## src/rtl/sprite_frame_sequencer.sv

```systemverilog
// Per-frame sprite scheduler. Once per frame it erases every enabled client,
// pulses update, then draws every enabled client. It owns the single VGA plot
// port and muxes the active client's pixel stream onto it.
module sprite_frame_sequencer #(
  parameter int N_CLIENTS   = 4,
  parameter int FRAME_TICKS = 833334,
  parameter int TIMEOUT     = 1023
) (
  input  logic                   clk,
  input  logic                   reset,
  input  logic [N_CLIENTS-1:0]   client_en,
  input  logic [9*N_CLIENTS-1:0] client_x,
  input  logic [8*N_CLIENTS-1:0] client_y,
  input  logic [3*N_CLIENTS-1:0] client_colour,
  input  logic [N_CLIENTS-1:0]   client_done,
  output logic [N_CLIENTS-1:0]   erase_req,
  output logic [N_CLIENTS-1:0]   draw_req,
  output logic                   update,
  output logic [8:0]             vga_x,
  output logic [7:0]             vga_y,
  output logic [2:0]             vga_colour,
  output logic                   vga_plot,
  output logic                   busy,
  output logic                   overrun,
  output logic                   timeout_err
);

  localparam int IDX_W = $clog2(N_CLIENTS + 1);
  localparam int FC_W  = $clog2(FRAME_TICKS);
  localparam int TO_W  = $clog2(TIMEOUT + 1);

  localparam logic [IDX_W-1:0] LAST_IDX = IDX_W'(N_CLIENTS - 1);
  localparam logic [FC_W-1:0]  FC_LAST  = FC_W'(FRAME_TICKS - 1);
  localparam logic [TO_W-1:0]  TO_LAST  = TO_W'(TIMEOUT - 1);

  typedef enum logic [2:0] {
    IDLE,
    E_REQ,
    E_WAIT,
    UPD,
    D_REQ,
    D_WAIT
  } state_t;

  state_t             state;
  state_t             state_nx;
  logic [IDX_W-1:0]   idx;
  logic [IDX_W-1:0]   idx_nx;
  logic [FC_W-1:0]    frame_cnt;
  logic [TO_W-1:0]    wait_cnt;
  logic               tick;
  logic               in_wait;
  logic               done_seen;
  logic               to_hit;
  logic               advance;
  logic               last_slot;

  logic               sel_en;
  logic               sel_done;
  logic [8:0]         sel_x;
  logic [7:0]         sel_y;
  logic [2:0]         sel_colour;
  logic [N_CLIENTS-1:0] slot_onehot;

  assign tick      = (frame_cnt == FC_LAST);
  assign busy      = (state != IDLE);
  assign in_wait   = (state == E_WAIT) || (state == D_WAIT);
  assign last_slot = (idx == LAST_IDX);

  // The first WAIT cycle (wait_cnt == 0) ignores done to cover client FSM
  // latency; a timeout advances the slot exactly as a done would.
  assign done_seen = in_wait && (wait_cnt != '0) && sel_done;
  assign to_hit    = in_wait && (wait_cnt == TO_LAST) && !done_seen;
  assign advance   = done_seen || to_hit;

  // Select the active client's enable, done and pixel data by slot index.
  always_comb begin
    sel_en      = 1'b0;
    sel_done    = 1'b0;
    sel_x       = '0;
    sel_y       = '0;
    sel_colour  = '0;
    slot_onehot = '0;
    for (int unsigned i = 0; i < N_CLIENTS; i++) begin
      if (idx == IDX_W'(i)) begin
        sel_en         = client_en[i];
        sel_done       = client_done[i];
        sel_x          = client_x[9*i +: 9];
        sel_y          = client_y[8*i +: 8];
        sel_colour     = client_colour[3*i +: 3];
        slot_onehot[i] = 1'b1;
      end
    end
  end

  // Next-state and request pulse decode for the erase/update/draw sequence.
  always_comb begin
    state_nx  = state;
    idx_nx    = idx;
    erase_req = '0;
    draw_req  = '0;
    update    = 1'b0;
    case (state)
      IDLE: begin
        if (tick) begin
          state_nx = E_REQ;
          idx_nx   = '0;
        end
      end
      E_REQ: begin
        if (sel_en) begin
          erase_req = slot_onehot;
          state_nx  = E_WAIT;
        end else if (last_slot) begin
          state_nx = UPD;
          idx_nx   = '0;
        end else begin
          idx_nx = idx + IDX_W'(1);
        end
      end
      E_WAIT: begin
        if (advance) begin
          if (last_slot) begin
            state_nx = UPD;
            idx_nx   = '0;
          end else begin
            state_nx = E_REQ;
            idx_nx   = idx + IDX_W'(1);
          end
        end
      end
      UPD: begin
        update   = 1'b1;
        idx_nx   = '0;
        state_nx = D_REQ;
      end
      D_REQ: begin
        if (sel_en) begin
          draw_req = slot_onehot;
          state_nx = D_WAIT;
        end else if (last_slot) begin
          state_nx = IDLE;
          idx_nx   = '0;
        end else begin
          idx_nx = idx + IDX_W'(1);
        end
      end
      D_WAIT: begin
        if (advance) begin
          if (last_slot) begin
            state_nx = IDLE;
            idx_nx   = '0;
          end else begin
            state_nx = D_REQ;
            idx_nx   = idx + IDX_W'(1);
          end
        end
      end
      default: begin
        state_nx = IDLE;
        idx_nx   = '0;
      end
    endcase
  end

  // State and slot index registers.
  always_ff @(posedge clk) begin
    if (!reset) begin
      state <= IDLE;
      idx   <= '0;
    end else begin
      state <= state_nx;
      idx   <= idx_nx;
    end
  end

  // Free-running frame counter; tick is its terminal count.
  always_ff @(posedge clk) begin
    if (!reset || tick) begin
      frame_cnt <= '0;
    end else begin
      frame_cnt <= frame_cnt + FC_W'(1);
    end
  end

  // WAIT-cycle counter, zero on the first cycle of every WAIT visit.
  always_ff @(posedge clk) begin
    if (!reset || !in_wait) begin
      wait_cnt <= '0;
    end else begin
      wait_cnt <= wait_cnt + TO_W'(1);
    end
  end

  // Registered VGA port: plot follows WAIT cycles except the one that ends
  // the slot, and pixel data only moves when a plot is being issued.
  always_ff @(posedge clk) begin
    if (!reset) begin
      vga_x      <= '0;
      vga_y      <= '0;
      vga_colour <= '0;
      vga_plot   <= 1'b0;
    end else if (in_wait && !advance) begin
      vga_x      <= sel_x;
      vga_y      <= sel_y;
      vga_colour <= sel_colour;
      vga_plot   <= 1'b1;
    end else begin
      vga_plot   <= 1'b0;
    end
  end

  // Sticky error flags; a tick outside IDLE (including the last D_WAIT
  // cycle) is dropped and recorded as an overrun.
  always_ff @(posedge clk) begin
    if (!reset) begin
      overrun     <= 1'b0;
      timeout_err <= 1'b0;
    end else begin
      if (tick && busy) begin
        overrun <= 1'b1;
      end
      if (to_hit) begin
        timeout_err <= 1'b1;
      end
    end
  end

endmodule
```

## config.mk

```make
export PLATFORM = sky130hd
export DESIGN_NAME = sprite_frame_sequencer
export DESIGN_NICKNAME = d
export VERILOG_FILES = /design/src/rtl/sprite_frame_sequencer.sv
export SDC_FILE = /design/constraint.sdc
export NUM_CORES = 1
export LEC_CHECK = 0
export CAP_MARGIN = 0
export CORE_MARGIN = 2
export CORE_UTILIZATION = 48
export CTS_BUF_LIST = sky130_fd_sc_hd__clkbuf_4 sky130_fd_sc_hd__clkbuf_8 sky130_fd_sc_hd__clkbuf_16
export DETAILED_ROUTE_END_ITERATION = 6
export GPL_TIMING_DRIVEN = 0
export PLACE_DENSITY = 0.92
export SETUP_SLACK_MARGIN = 0.4
export SLEW_MARGIN = 10
export SYNTH_ARGS = -nofsm -noshare
export SYNTH_HDL_FRONTEND = slang
export SYNTH_SLANG_ARGS = --single-unit
```

## constraint.sdc

```tcl
create_clock -name clk -period 6 [get_ports clk]
set_input_delay 1.2 -clock clk [delete_from_list [all_inputs] [get_ports clk]]
set_output_delay 1.2 -clock clk [all_outputs]
set_load 0.05 [all_outputs]
```

==> results of run 1 <==
-- registers in the layout, summed over array words and instances (netlist names) --
name	flops
timeout_err	1
frame_cnt	20
state	3
overrun	1
wait_cnt	10
vga_plot	1
vga_y	8
idx	3
vga_x	9
vga_colour	3
-- layout make-up --
class	instances	area [um2]	area share, %
multi-input cells	307	1860	40.0
repair buffers	121	1210	26.0
flip-flops and latches	59	1180	25.3
clock buffers	11	139	2.98
plain buffers	28	110	2.36
well taps	77	96.3	2.07
inverters	11	41.3	0.886
clock inverters	3	17.5	0.376
-- final timing paths --
check | start | cells past startpoint | to
max reg2reg | idx[0] | 8 | idx[1]
max | client_en[1] | 6 | draw_req[1]
min reg2reg | timeout_err | 1 | timeout_err
min | timeout_err | 1 | timeout_err
-- layout by cell type, fill, tap and decap left out, types with 10 or more instances in the layout --
master	n
nor2_1	91
dfxtp_1	59
nand3_1	17
clkbuf_1	23
a22oi_1	21
nor3_1	10
nand2_1	14
inv_1	10
xor2_1	18
a21oi_1	23
clkdlybuf4s50_1	121
a211oi_1	40
-- power breakdown --
group	internal [mW]	switching [mW]	leakage, nW
registers	0.393	0.00219	0.476
clock network	0.153	0.146	0.0819
logic	0.0612	0.0260	1.18
total	0.607	0.175	1.73
-- metrics by stage --
step                utilization, %  hold WS [ns]  instance area, um2  instances  setup WS (ns)
finish                        73.0         0.483                4660        617          0.952
global route                  73.0         0.514                4660        617          0.855
CTS                           73.0         0.491                4660        617          0.988
detailed placement            70.5         0.477                4500        603           1.00
global placement              70.5         0.451                4500        603           1.10
floorplan                        -         0.441                3200        405           1.63
-- Yosys cell counts, types with 3 or more instances --
master / count
nor2b_1: 7
ha_1: 9
nand2b_1: 3
a211oi_1: 40
nor3_1: 10
nand4_1: 5
nand3_1: 17
nand2_1: 14
buf_2: 4
dfxtp_1: 59
xor2_1: 18
and3_1: 8
a22oi_1: 21
inv_1: 10
a21oi_1: 23
clkbuf_1: 23
xnor2_1: 9
nor2_1: 91
-- per-layer routing --
metal,global-route usage (%),wire (um)
met5,0,0
met1,32.1,4110
met2,50.9,5200
met3,4.91,706
met4,13.1,347
-- cell families after synthesis --
logic type                 synth area share [%]
xor gates and xnor gates                   7.40
adders and majority gates                  3.52
AOI/OAI and AO/OA                          23.1
muxes                                     0.352
and+or+nand+nor                            24.0
buffers and inverters                      4.74
DFF                                        36.9
==> impl_metrics.toml, run 1 <==
[place]
hpwlAfterDp_mm = 7.70
place_congestion = 0.884
portBuffers = 121

[sta]
fin_crit_ns = 5.05
maxSlewHeadroom_pct = 55.5
setup_tns_ns = 0
setup_viol = 0
max_clock_freq_ghz = 0.198
finalHoldViolCount = 0
fin_crit_sh_pct = 84.1
worst_pin_slew_ns = 0.660
finalMaxSlewViolations = 0
fin_skew_ns = 0.00796
rsz0062_at_grt = "false"

[cells_and_area]
fin_nets = 636
fillers = 493
drive_above_1_share_pct = 3.89
antenna_cells = 0
area_growth_pct = 45.8

[detailed_routing]
drc = 0
wl_per_cell_um = 16.8
routed_wl_mm = 10.4
dr.pass1.iters = 4
drtAntennaViolNets = 0
viasPerCell = 5.73
drt_iter0_markers = 143
vias = 3533

[synth]
async_reset_ff_share_pct = 0
ys_seq_elements = 59
ys_seq_area_share_pct = 36.9
yosys.area.top_type = "dfxtp_1"
synth_cell_types = 41
yosys-top-cells-area = "dfxtp_1 (37%), nor2_1 (11%), a211oi_1 (9.4%)"
synth.top_cell.area_share_pct = 36.9
syn_area_um2 = 3200
post_synth.cell_area_avg_um2 = 7.89
synth_fp_nets = 504
synthCells = 405
ys.flop_type = "dfxtp_1"
synth_edf_count = 0
yosys_warnings = 0

[setup_path]
crit_path_start_kind = "input port"
cp-end-kind = "output port"
timing.critical_path.buf_inv = 2
worstSetupPathType = "in -> out"
worstPathRequired_ns = 4.80
crit_family = "buffers and inverters"
slowest_stage = "clkdlybuf4s50_1"
cp_data_arrival_time_ns = 3.85
r2r_slack_ns = 3.53
critPathMaxStageDelay_ns = 0.88
path_cells = "clkdlybuf4s50_1 -> a221oi_1 -> o41ai_2 -> nand3_1 -> nor3b_1 -> clkdlybuf4s50_1"
crit_path_frequent_cell = "clkdlybuf4s50_1"
cp_max_fo = 8

[die]
die-area_um2 = 7330
chipWidth_um = 85.6
ios = 123
coreArea_um2 = 6390
initial_core_util_pct = 50.1
rows = 29
die_height_um = 85.6

[power]
power_mw = 0.782
ir_drop_mv = 0.136
power.density_nw_per_um2 = 168
p_leak_nw = 1.73

[run_status]
status = "finished, final reports clean"

[grt]
grt_use_total_pct = 28.1
grt_overflow = 0
antenna_found_initial = 0
grt_max_degree = 11
grt_pass1_wl_mm = 16.4
grt_pass1_vias = 3492

[clocking]
cts_root_buffer = "clkbuf_8"
ctsHoldBuffers = 0
clock_sinks = 59
clkTransAtPathRegs_ns = 0.06
cts_setup_buffers = 0
clk_latency_ns = 0.34
cts_tree = "yes"
cts_buffers = 9
htree_levels = 3
cts_resized = 0
cts.path.max_buffers = 2

[run]
max_cap_viol_count = 0

[min_path]
hold_class = "reg -> reg"
(Power assumes the default switching activity.)
==> inputs of run 2 (changes only) <==
--- a/config.mk
+++ b/config.mk
@@ -7,11 +7,11 @@
 export LEC_CHECK = 0
 export CAP_MARGIN = 0
 export CORE_MARGIN = 2
-export CORE_UTILIZATION = 48
+export CORE_UTILIZATION = 44
 export CTS_BUF_LIST = sky130_fd_sc_hd__clkbuf_4 sky130_fd_sc_hd__clkbuf_8 sky130_fd_sc_hd__clkbuf_16
 export DETAILED_ROUTE_END_ITERATION = 6
 export GPL_TIMING_DRIVEN = 0
-export PLACE_DENSITY = 0.92
+export PLACE_DENSITY = 0.85
 export SETUP_SLACK_MARGIN = 0.4
 export SLEW_MARGIN = 10
 export SYNTH_ARGS = -nofsm -noshare
==> constraint.sdc (replaced) <==
create_clock -name clk -period 5 [get_ports clk]
set_input_delay 1 -clock clk [delete_from_list [all_inputs] [get_ports clk]]
set_output_delay 1 -clock clk [all_outputs]
set_load 0.05 [all_outputs]
==> impl_metrics.toml, run 2 (synthesis results as in run 1) <==
[grt]
grt_overflow = 0
grt_max_degree = 12
grt_pass1_wl_mm = 14.9
antenna_found_initial = 0
grt_use_total_pct = 24.6
grt_pass1_vias = 3194

[power]
p_leak_nw = 1.76
ir_drop_mv = 0.192
power.density_nw_per_um2 = 223

[detailed_routing]
drc = 0
dr.pass1.iters = 4
drtAntennaViolNets = 0
routed_wl_mm = 10.2
drt_iter0_markers = 155
wl_per_cell_um = 16.0
viasPerCell = 5.39
vias = 3458

[cells_and_area]
antenna_cells = 0
largest-register = "frame_cnt"
fillers = 600
reg_top3 = "frame_cnt: 20 flops, wait_cnt: 10 flops, vga_x: 9 flops"
mostFrequentLayoutCells = "clkdlybuf4s50_1 (121), nor2_1 (91), dfxtp_1 (59)"
finish.utilization_pct = 66.7
drive_above_1_share_pct = 4.24
layout_commonest_cell = "clkdlybuf4s50_1"
area_growth_pct = 48.8
largest_reg_flops = 20
fin_nets = 636

[min_path]
hold_class = "reg -> reg"
hp-start = "timeout_err"

[run]
max_cap_viol_count = 0

[setup_path]
crit_family = "buffers and inverters"
crit_start = "client_en[1]"
worstPathRequired_ns = 4.00
path_cells = "clkdlybuf4s50_1 -> a221oi_1 -> o41ai_4 -> nand3_1 -> nor3b_1 -> clkdlybuf4s50_1"
r2r-start = "idx[0]"
crit_path_frequent_cell = "clkdlybuf4s50_1"
worstSetupPathType = "in -> out"
cp-end-kind = "output port"
cp_data_arrival_time_ns = 3.45
timing.critical_path.buf_inv = 2
critPathMaxStageDelay_ns = 0.85
cp_max_fo = 8
crit_path_start_kind = "input port"
slowest_stage = "clkdlybuf4s50_1"

[clocking]
cts_buffers = 9
cts_root_buffer = "clkbuf_8"
cts_setup_buffers = 0
clock_sinks = 59
clk_latency_ns = 0.35
cts.path.max_buffers = 2
cts_tree = "yes"
htree_levels = 3
clkTransAtPathRegs_ns = 0.06

[sta]
finalHoldViolCount = 0
setup_viol = 0
fin_crit_sh_pct = 89.0
rsz0062_at_grt = "false"
fin_crit_ns = 4.45
setup_tns_ns = 0
max_clock_freq_ghz = 0.225
fin_skew_ns = 0.00723
worst_pin_slew_ns = 0.587
maxSlewHeadroom_pct = 60.5
finalMaxSlewViolations = 0

[place]
portBuffers = 121
place_congestion = 0.858
hpwlAfterDp_mm = 7.57

[die]
die-area_um2 = 7960
die_height_um = 89.2
ios = 123
rows = 31
coreArea_um2 = 7140
initial_core_util_pct = 44.8
chipWidth_um = 89.2

[run_status]
status = "finished, final reports clean"
## run 2: metrics by stage
stage | setup WS, ns | power (mW) | instance area (um2) | instances | hold WS, ns
floorplan | 1.03 | 0.510 | 3200 | 405 | 0.441
finish | 0.548 | 1.06 | 4760 | 641 | 0.478
CTS | 0.419 | 1.07 | 4750 | 641 | 0.485
global placement | 0.489 | 0.585 | 4530 | 625 | 0.452
detailed placement | 0.432 | 0.586 | 4530 | 625 | 0.466
global route | 0.490 | 1.09 | 4760 | 641 | 0.505
## run 2: what timing repair did
action | CTS | global route
setup endpoints to repair | 0 | 3
hold buffers | 0 | 0
gates resized for setup | 0 | 1
## run 2: final cells by class
cell class	count	area (um2)	area share [%]
multi-input cells	307	1880	39.4
repair buffers	121	1210	25.5
flip-flops and latches	59	1180	24.8
clock buffers	9	124	2.60
well taps	99	124	2.60
plain buffers	28	110	2.31
clock inverters	7	91.3	1.92
inverters	11	41.3	0.868
## run 2: final timing paths
| check | end | slack, ns | cells after the start |
|---|---|---|---|
| worst max register to register | vga_y[6] | 2.53 | 10 |
| worst min-delay path | timeout_err | 0.48 | 1 |
| worst max-delay path | draw_req[1] | 0.55 | 6 |
| worst min register to register | timeout_err | 0.48 | 1 |
## run 2: power by group
group / leakage, nW / internal, mW / switching, mW / total (mW)
clock network: 0.109 / 0.279 / 0.204 / 0.484
logic: 1.18 / 0.0736 / 0.0297 / 0.103
registers: 0.476 / 0.472 / 0.00256 / 0.474
total: 1.76 / 0.825 / 0.237 / 1.06
## run 2: layer usage
metal | wire (um) | GRT usage (%) | vias up
met4 | 165 | 11.1 | 0
met3 | 933 | 8.03 | 14
met2 | 4840 | 40.7 | 127
li1 | - | - | 1704
met5 | 0 | 0 | -
met1 | 4290 | 29.0 | 1613
